==> config.mk <==
export PLATFORM = sky130hd
export DESIGN_NAME = multdiv_stall_ctrl
export DESIGN_NICKNAME = d
export VERILOG_FILES = /design/src/rtl/multdiv_stall_ctrl.sv
export SDC_FILE = /design/constraint.sdc
export NUM_CORES = 1
export LEC_CHECK = 0
export BUFFER_PORTS_ARGS = -buffer_cell sky130_fd_sc_hd__buf_2
export CAP_MARGIN = 20
export CORE_UTILIZATION = 46
export CTS_BUF_LIST = sky130_fd_sc_hd__clkbuf_16
export DETAILED_ROUTE_END_ITERATION = 16
export GPL_TIMING_DRIVEN = 0
export PLACE_DENSITY_LB_ADDON = 0.3
export SLEW_MARGIN = 20
export SYNTH_ARGS = -nofsm -noshare
export SYNTH_HDL_FRONTEND = slang
export SYNTH_SLANG_ARGS = --single-unit
==> constraint.sdc <==
create_clock -name clock -period 3.95 [get_ports clock]
set_input_delay 0.1975 -clock clock [delete_from_list [all_inputs] [get_ports clock]]
set_output_delay 0.1975 -clock clock [all_outputs]
set_load 0.02 [all_outputs]
==> src/rtl/multdiv_stall_ctrl.sv <==
// Multiply/divide sequencer: issues ops to the shared unit, stalls the pipe,
// and returns one writeback beat. Option macro: MULTDIV_TIMEOUT_EN (watchdog).
module multdiv_stall_ctrl #(
  parameter int DATA_WIDTH       = 32,
  parameter int REG_ADDR_WIDTH   = 5,
  parameter int STATUS_REG       = 30,
  parameter int MULT_EXC_CODE    = 4,
  parameter int DIV_EXC_CODE     = 5,
  parameter int TIMEOUT_EXC_CODE = 6,
  parameter int TIMEOUT_CYCLES   = 40
) (
  input  logic                      clock,
  input  logic                      reset,
  input  logic                      issue_mult,
  input  logic                      issue_div,
  input  logic [DATA_WIDTH-1:0]     operand_a,
  input  logic [DATA_WIDTH-1:0]     operand_b,
  input  logic [REG_ADDR_WIDTH-1:0] dest_reg,
  input  logic                      flush,
  output logic                      md_ctrl_mult,
  output logic                      md_ctrl_div,
  output logic [DATA_WIDTH-1:0]     md_a,
  output logic [DATA_WIDTH-1:0]     md_b,
  input  logic [DATA_WIDTH-1:0]     md_result,
  input  logic                      md_exception,
  input  logic                      md_ready,
  output logic                      stall,
  output logic                      busy,
  output logic                      wb_valid,
  output logic [DATA_WIDTH-1:0]     wb_data,
  output logic [REG_ADDR_WIDTH-1:0] wb_reg,
  output logic                      wb_exception
);

  typedef enum logic [1:0] {
    IDLE  = 2'd0,
    START = 2'd1,
    WAIT  = 2'd2,
    DONE  = 2'd3
  } state_t;

  state_t                    state;
  logic                      op_mult;
  logic [REG_ADDR_WIDTH-1:0] dest_q;
  logic                      issue;

  assign issue = issue_mult | issue_div;

  // Freeze the pipe from the issue cycle until the result is ready
  assign stall = (state == IDLE && issue)
               | (state == START)
               | (state == WAIT);

  assign busy = (state != IDLE);

`ifdef MULTDIV_TIMEOUT_EN
  logic [5:0] wait_cnt;
  logic       expire;

  assign expire = (wait_cnt == 6'(TIMEOUT_CYCLES - 1));
`endif

  // Sequencer FSM with registered unit strobes and writeback beat
  always_ff @(posedge clock or posedge reset) begin
    if (reset) begin
      state        <= IDLE;
      op_mult      <= 1'b0;
      dest_q       <= '0;
      md_ctrl_mult <= 1'b0;
      md_ctrl_div  <= 1'b0;
      md_a         <= '0;
      md_b         <= '0;
      wb_valid     <= 1'b0;
      wb_data      <= '0;
      wb_reg       <= '0;
      wb_exception <= 1'b0;
`ifdef MULTDIV_TIMEOUT_EN
      wait_cnt     <= '0;
`endif
    end else begin
      md_ctrl_mult <= 1'b0;
      md_ctrl_div  <= 1'b0;
      wb_valid     <= 1'b0;
      if (flush) begin
        state <= IDLE;
      end else begin
        unique case (state)
          IDLE: begin
            if (issue) begin
              state        <= START;
              op_mult      <= issue_mult;
              dest_q       <= dest_reg;
              md_a         <= operand_a;
              md_b         <= operand_b;
              md_ctrl_mult <= issue_mult;
              md_ctrl_div  <= ~issue_mult;
            end
          end
          START: begin
            state <= WAIT;
`ifdef MULTDIV_TIMEOUT_EN
            wait_cnt <= '0;
`endif
          end
          WAIT: begin
            if (md_ready) begin
              state    <= DONE;
              wb_valid <= 1'b1;
              if (md_exception) begin
                wb_data      <= op_mult ? DATA_WIDTH'(MULT_EXC_CODE)
                                        : DATA_WIDTH'(DIV_EXC_CODE);
                wb_reg       <= REG_ADDR_WIDTH'(STATUS_REG);
                wb_exception <= 1'b1;
              end else begin
                wb_data      <= md_result;
                wb_reg       <= dest_q;
                wb_exception <= 1'b0;
              end
            end
`ifdef MULTDIV_TIMEOUT_EN
            else if (expire) begin
              state        <= DONE;
              wb_valid     <= 1'b1;
              wb_data      <= DATA_WIDTH'(TIMEOUT_EXC_CODE);
              wb_reg       <= REG_ADDR_WIDTH'(STATUS_REG);
              wb_exception <= 1'b1;
            end else begin
              wait_cnt <= wait_cnt + 6'd1;
            end
`endif
          end
          DONE: begin
            state <= IDLE;
          end
          default: begin
            state <= IDLE;
          end
        endcase
      end
    end
  end

endmodule

==> results of run 1 <==
## critical path, stage by stage (launching register included)
cell,delay [ns]
dfrtp_1,0.40
inv_1,0.12
ha_1,0.18
o21ai_2,0.08
nor2_4,0.31
buf_6,0.21
mux2_2,0.37
## per-layer routing
metal	GRT usage, %	up-vias	part of all wire, %
li1	-	1609	-
met1	24.8	1645	39
met2	36.5	120	52
met3	6.24	16	6.1
met4	9.92	0	2.1
met5	0	-	0
## stage by stage
stage | hold WS (ns) | cell area, um2 | utilization [%]
after global routing | 0.0180 | 6350 | 67.7
after global placement | 0.429 | 5740 | 61.2
after CTS | 0.0204 | 6350 | 67.7
after detailed placement | 0.265 | 5770 | 61.5
after floorplan | 0.267 | 4510 | -
final | 0.0320 | 6350 | 67.7
## worst paths after layout
| kind | from | to | slack (ns) | cells after the start |
|---|---|---|---|---|
| min in group asynchronous | reset | md_b[15] | 0.40 | 3 |
| hold reg to reg | wb_reg[3] | wb_reg[3] | 0.47 | 2 |
| hold / removal | operand_b[28] | md_b[28] | 0.03 | 2 |
| max in group asynchronous | reset | md_a[12] | 2.87 | 4 |
| setup / recovery | state[0] | md_b[21] | 2.15 | 6 |
| setup reg to reg | state[0] | md_b[21] | 2.15 | 6 |
## final cells by class
cell class,instances,area (um2),area share [%]
flip-flops and latches,113,2830,44.5
clock buffers,17,425,6.70
multi-input cells,199,1510,23.7
well taps,129,161,2.54
clock inverters,15,145,2.29
inverters,7,31.3,0.493
repair buffers,215,1100,17.4
plain buffers,19,149,2.35
## report_power, final
| group | internal, uW | switching (uW) |
|---|---|---|
| sequential | 1700 | 260 |
| clock | 922 | 536 |
| combinational | 848 | 1240 |
| total | 3470 | 2030 |
## synth_stat cells
| master | count | area, um2 |
|---|---|---|
| o21ai_2 | 1 | 8.76 |
| ha_1 | 4 | 50.1 |
| nand3b_4 | 1 | 20.0 |
| nand2_1 | 38 | 143 |
| nor2_1 | 6 | 22.5 |
| clkbuf_1 | 5 | 18.8 |
| nand2b_1 | 33 | 206 |
| buf_6 | 8 | 90.1 |
| o21ai_0 | 37 | 185 |
| a21oi_1 | 1 | 5.00 |
| buf_4 | 4 | 30.0 |
| inv_1 | 7 | 26.3 |
| buf_2 | 2 | 10.0 |
| o32a_1 | 1 | 10.0 |
| nor4b_1 | 1 | 8.76 |
| mux2i_1 | 2 | 20.0 |
| nor3b_1 | 1 | 7.51 |
| o21a_1 | 1 | 7.51 |
| dfrtp_1 | 113 | 2830 |
| mux2_2 | 71 | 800 |
| nor2_4 | 1 | 11.3 |
## kinds of logic (layout without fill, tap and decap cells)
logic type                 Yosys count  in the layout  share of synthesized area, %
and+or+nand+nor                     81             81                          9.30
DFF                                113            113                          62.7
adders and majority gates            4              4                          1.11
muxes                               73             73                          18.2
buffers and inverters               26            273                          3.89
AOI/OAI and AO/OA                   41             41                          4.80
==> key figures, run 1 <==
Synth
  – Cell variety after synth: 21
  – Synth Net Count: 450
  – Synth warn: 0
  – Seq cells post-synth: 113
  – Syn_area_per_cell: 13.3 um2
  – Synthesized instance count: 338
  – Synthesized area: 0.00451 mm2
  – Sequential element share of the synthesized area: 62.7%

Final layout
  – Filler instances: 757
  – Share of layout cells above drive strength 1: 56.9%
  – Top Registers: md_a: 32 flops, md_b: 32 flops, wb_data: 32 flops
  – # diodes: 0
  – Commonest non-fill, non-tap cell in the layout: buf_2
  – Area delta synth->final: 40.8%
  – Most frequent cells in the layout: buf_2, dfrtp_1, mux2_2, nand2_1, o21ai_0
  – Nets: 684
  – Layout Cells excl Fill: 714

Timing
  – Final period util: 45.7%
  – Final slew viol count: 0
  – Final TNS setup: 0 ns
  – Smallest setup slack after layout: 2.15 ns
  – Worst-margin pin slew: 0.470 ns
  – Final hold vios: 0
  – Max_slew headroom: 68.7%
  – RSZ-0062 raised after global routing: false
  – Final min period: 1.80 ns
  – Clock Skew: 0.00676 ns
  – Achievable Freq: 0.554 GHz
  – Final setup violation count: 0

Routing
  – Final WL: 10600 um
  – DRC Markers: 0
  – Vias per cell: 4.75
  – Drt first pass iters: 4
  – DR WL/cell: 14.8 um
  – Routed vias: 3390
  – DRT iter0 DRCs: 47
  – ANT nets after route: 0

Clocking
  – Clk buf depth: 2
  – Clock Tree Root: clkbuf_16
  – Post-CTS setup buffer count: 0
  – Sink Count: 113
  – Post-CTS Hold Fix Bufs: 1
  – Cts repair resizes: 0
  – Clk slew on worst S/H paths: 0.06 ns
  – CTS H-tree depth: 4
  – Num CTS Buffers: 17
  – TritonCTS clock tree: done
  – Clk_lat worst skew: 0.39 ns

Floorplanning
  – Initial core utilization: 48.1%
  – # rows: 35
  – Die area: 0.0102 mm2
  – Vert. Die Dim: 101 um
  – IO Count: 215
  – Chip Width: 101 um
  – CORE AREA: 0.00937 mm2

Place
  – Hpwl dp: 7780 um
  – Port Buffers: 213
  – Place WS: 2.12 ns
  – Final GP Congestion: 0.786
  – Placed insts: 681

Pwr
  – Power per cell area: 868 mW/mm2
  – PnR Total Power: 5510 uW
  – Worst vdd ir: 0.538 mV
  – Pleak: 0.00323 uW

Setup path
  – CP Launch Type: flop
  – CP arrival: 2.07 ns
  – Critical path required time: 4.22 ns
  – Setup crit end kind: flop
  – Kind of critical path: flop to flop
  – Critical-path maximum fanout: 10

Worst hold path
  – HP Class: primary input to flop

GRT
  – Vias in the first global route: 3434
  – Total GRT Usage: 21.4%
  – Pin count of the biggest net entering global routing: 66
  – First-pass GRT wire length: 16400 um
  – Antenna violations before repair: 0
  – Grt total ovfl: 0

Outcome
  – Status: completed

Job
  – Number of max-cap violations: 0
Power figures use the tool's default switching activity.
==> run 2: changes to the inputs <==
--- a/config.mk
+++ b/config.mk
@@ -5,9 +5,10 @@
 export SDC_FILE = /design/constraint.sdc
 export NUM_CORES = 1
 export LEC_CHECK = 0
+export ABC_AREA = 1
 export BUFFER_PORTS_ARGS = -buffer_cell sky130_fd_sc_hd__buf_2
 export CAP_MARGIN = 20
-export CORE_UTILIZATION = 46
+export CORE_UTILIZATION = 47
 export CTS_BUF_LIST = sky130_fd_sc_hd__clkbuf_16
 export DETAILED_ROUTE_END_ITERATION = 16
 export GPL_TIMING_DRIVEN = 0
==> constraint.sdc (replaced) <==
create_clock -name clock -period 1.7 [get_ports clock]
set_input_delay 0.085 -clock clock [delete_from_list [all_inputs] [get_ports clock]]
set_output_delay 0.085 -clock clock [all_outputs]
set_load 0.02 [all_outputs]
==> key figures, run 2 <==
Clocking
  – Clock Tree Root: clkbuf_16
  – Num CTS Buffers: 17
  – TritonCTS clock tree: done
  – Post-CTS setup buffer count: 0
  – CTS H-tree depth: 4
  – Clk_lat worst skew: 0.40 ns
  – Clk slew on worst S/H paths: 0.06 ns
  – Clk buf depth: 2
  – Sink Count: 113

Floorplanning
  – IO Count: 215
  – Initial core utilization: 49.4%
  – CORE AREA: 0.00942 mm2
  – # rows: 35
  – Vert. Die Dim: 102 um
  – Die area: 0.0103 mm2
  – Chip Width: 102 um

GRT
  – Total GRT Usage: 27.1%
  – Vias in the first global route: 4636
  – Grt total ovfl: 0
  – Pin count of the biggest net entering global routing: 37
  – First-pass GRT wire length: 21200 um
  – Antenna violations before repair: 0

Timing
  – Clock Skew: 0.0159 ns
  – Max_slew headroom: 68.0%
  – Final period util: 93.2%
  – Worst-margin pin slew: 0.479 ns
  – RSZ-0062 raised after global routing: false
  – Final hold vios: 0
  – Smallest setup slack after layout: 0.115 ns
  – Final slew viol count: 0
  – Final min period: 1.58 ns
  – Achievable Freq: 0.631 GHz
  – Final setup violation count: 0

Synth
  – Post-synthesis xor/xnor area fraction: 0%
  – Seq cells post-synth: 113
  – Yosys top cell by area: dfrtp_1
  – Largest family of logic cells by synthesized area: simple AND/OR/NAND/NOR gates
  – Cell variety after synth: 20
  – Sequential element share of the synthesized area: 60.7%
  – Synthesized area: 0.00466 mm2
  – Top_reg_cell synth: dfrtp_1
  – Adder-Cell Fraction of Synth Area: 1.07%
  – Synth Net Count: 607
  – Simple-gate portion of the synthesized area: 16.7%
  – Synth area leaders: dfrtp_1, nand2_1, inv_1
  – Syn_area_per_cell: 9.41 um2
  – Synth warn: 0
  – Synth top area share: 60.7%
  – Synth Area in Compound Gates: 10.9%
  – Synthesized instance count: 495
  – Synth async-reset ratio: 100%
  – Post-synth EDFFs: 0
  – Most frequent cells after synthesis: nand2_1, dfrtp_1, inv_1, o21ai_0, o21ai_2
  – Cell with the most instances after synthesis: nand2_1
  – Mux share of post-synthesis cell area: 0%

Setup path
  – Kind of critical path: flop to flop
  – CP arrival: 1.85 ns
  – Levels on crit path: 7
  – Worst R2R Setup Slack: 0.12 ns
  – Critical-path maximum fanout: 10
  – CP Launch Type: flop
  – R2R cell count: 7
  – Largest stage delay on the critical path: 0.39 ns
  – Reg-to-reg startpoint: state[0]
  – Delay-heaviest family, CP: buffers and inverters
  – Worst reg2reg path endpoint: md_a[9]
  – Worst path most repeated cell: buf_6
  – Setup crit end kind: flop
  – Slowest cell on crit path: dfrtp_1
  – Critical path required time: 1.96 ns
  – Crit path buf inv count: 3
  – Cell-by-cell trace of the critical path: inv_1 > ha_1 > nand3_2 > buf_6 > buf_6 > nand2_1 > o21ai_0

Pwr
  – Power per cell area: 1720 mW/mm2
  – Worst vdd ir: 1.16 mV
  – Pleak: 0.00429 uW

Place
  – Place WS: 0.151 ns
  – Port Buffers: 213
  – Placed cell areas: 0.00595 mm2
  – Hpwl dp: 8130 um
  – Final GP Congestion: 0.838

Final layout
  – Most frequent cells in the layout: buf_2, nand2_1, dfrtp_1, dlygate4sd3_1, inv_1
  – Area delta synth->final: 63.3%
  – Filler instances: 539
  – Commonest non-fill, non-tap cell in the layout: buf_2
  – Nets: 947
  – Share of layout cells above drive strength 1: 35.8%
  – # diodes: 0
  – Top Registers: md_a: 32 flops, md_b: 32 flops, wb_data: 32 flops
  – Finished Cell Area: 0.00760 mm2

Routing
  – Vias per cell: 4.66
  – Final WL: 13500 um
  – Routed vias: 4547
  – DRC Markers: 0
  – ANT nets after route: 0
  – DRT iter0 DRCs: 135
  – DR WL/cell: 13.9 um
  – Drt first pass iters: 4

Worst hold path
  – Hold Crit Endpoint: state[1]
  – HP Class: primary input to flop
  – Hold path depth: 5
  – HP Start: issue_div

Job
  – Number of max-cap violations: 0

Outcome
  – Status: completed
-- run 2: cell types whose count changed in the layout (fill, tap and decap cells not counted), moves of 4 or more --
cell,change
buf_6,+6
o21ai_0,+9
nand2b_1,-33
o21ai_2,+29
inv_1,+70
nor2_1,+4
buf_4,-4
dlygate4sd3_1,+104
nand2_1,+140
mux2_2,-71
-- run 2: how the worst max path moves through the flow --
stage | slack, ns | start | endpoint
after global placement | -0.44 | reset | md_a[26]
after global routing | 0.008 | state[0] | md_ctrl_div
after CTS | 0.08 | state[0] | md_ctrl_div
after detailed placement | 0.15 | state[0] | wb_data[11]
final | 0.12 | state[0] | md_a[9]
after floorplan | 0.24 | reset | dest_q[0]
-- run 2: kinds of logic (layout without fill, tap and decap cells) --
kind of cell             count (synthesis)  after routing
AO/OA/AOI/OAI                           79             79
buffers and inverters                  102            454
adder cells (fa/ha/maj)                  4              4
AND/OR/NAND/NOR                        197            197
flip-flops                             113            113
-- run 2: power breakdown --
group	switching, uW	total [uW]	leakage, uW	internal [uW]
Clock	1250	3540	0.000280	2290
Sequential	625	4460	0.00143	3830
Combinational	3230	5070	0.00258	1840
-- run 2: tightest hold or removal path, cell delays in order --
cell     delay (ns)
buf_2          0.09
nor2_1         0.05
nand3_1        0.08
nand3_1        0.07
nand2_1        0.07
-- run 2: final cells by class --
class	count	area, um2	share of cell area [%]
sequential	113	2830	37.2
timing repair buffer	321	2180	28.6
multi-input combinational	280	1350	17.7
clock buffer	17	425	5.60
inverter	79	300	3.95
buffer	23	196	2.58
clock inverter	14	168	2.21
tap	129	161	2.12
-- run 2: per-layer routing --
metal,global-route usage [%],vias to the layer above,part of all wire (%)
met5,0,-,0
met4,11.0,0,2.2
met3,8.83,28,7.3
met2,48.5,212,51
met1,29.6,2130,39
li1,-,2177,-
-- run 2: what timing repair did --
| action | in CTS | in global routing |
|---|---|---|
| resized for setup | 0 | 3 |
| hold buffers | 105 | 0 |
| endpoints found under the setup margin | 0 | 7 |
| hold endpoints to repair | 121 | 0 |
-- run 2: stage by stage --
| step | hold WS, ns | util, % | std cells | TNS (ns) | power (uW) |
|---|---|---|---|---|---|
| 6_report | 0.0727 | 80.7 | 976 | 0 | 13100 |
| 5_1_grt | 0.0872 | 80.7 | 976 | 0 | 13800 |
| 4_1_cts | 0.0585 | 80.6 | 976 | 0 | 13000 |
| 3_5_place_dp | 0.135 | 63.2 | 840 | 0 | 9230 |
| 3_3_place_gp | 0.280 | 62.5 | 837 | -49.01 | 9050 |
| 2_1_floorplan | 0.157 | - | 495 | 0 | 7480 |
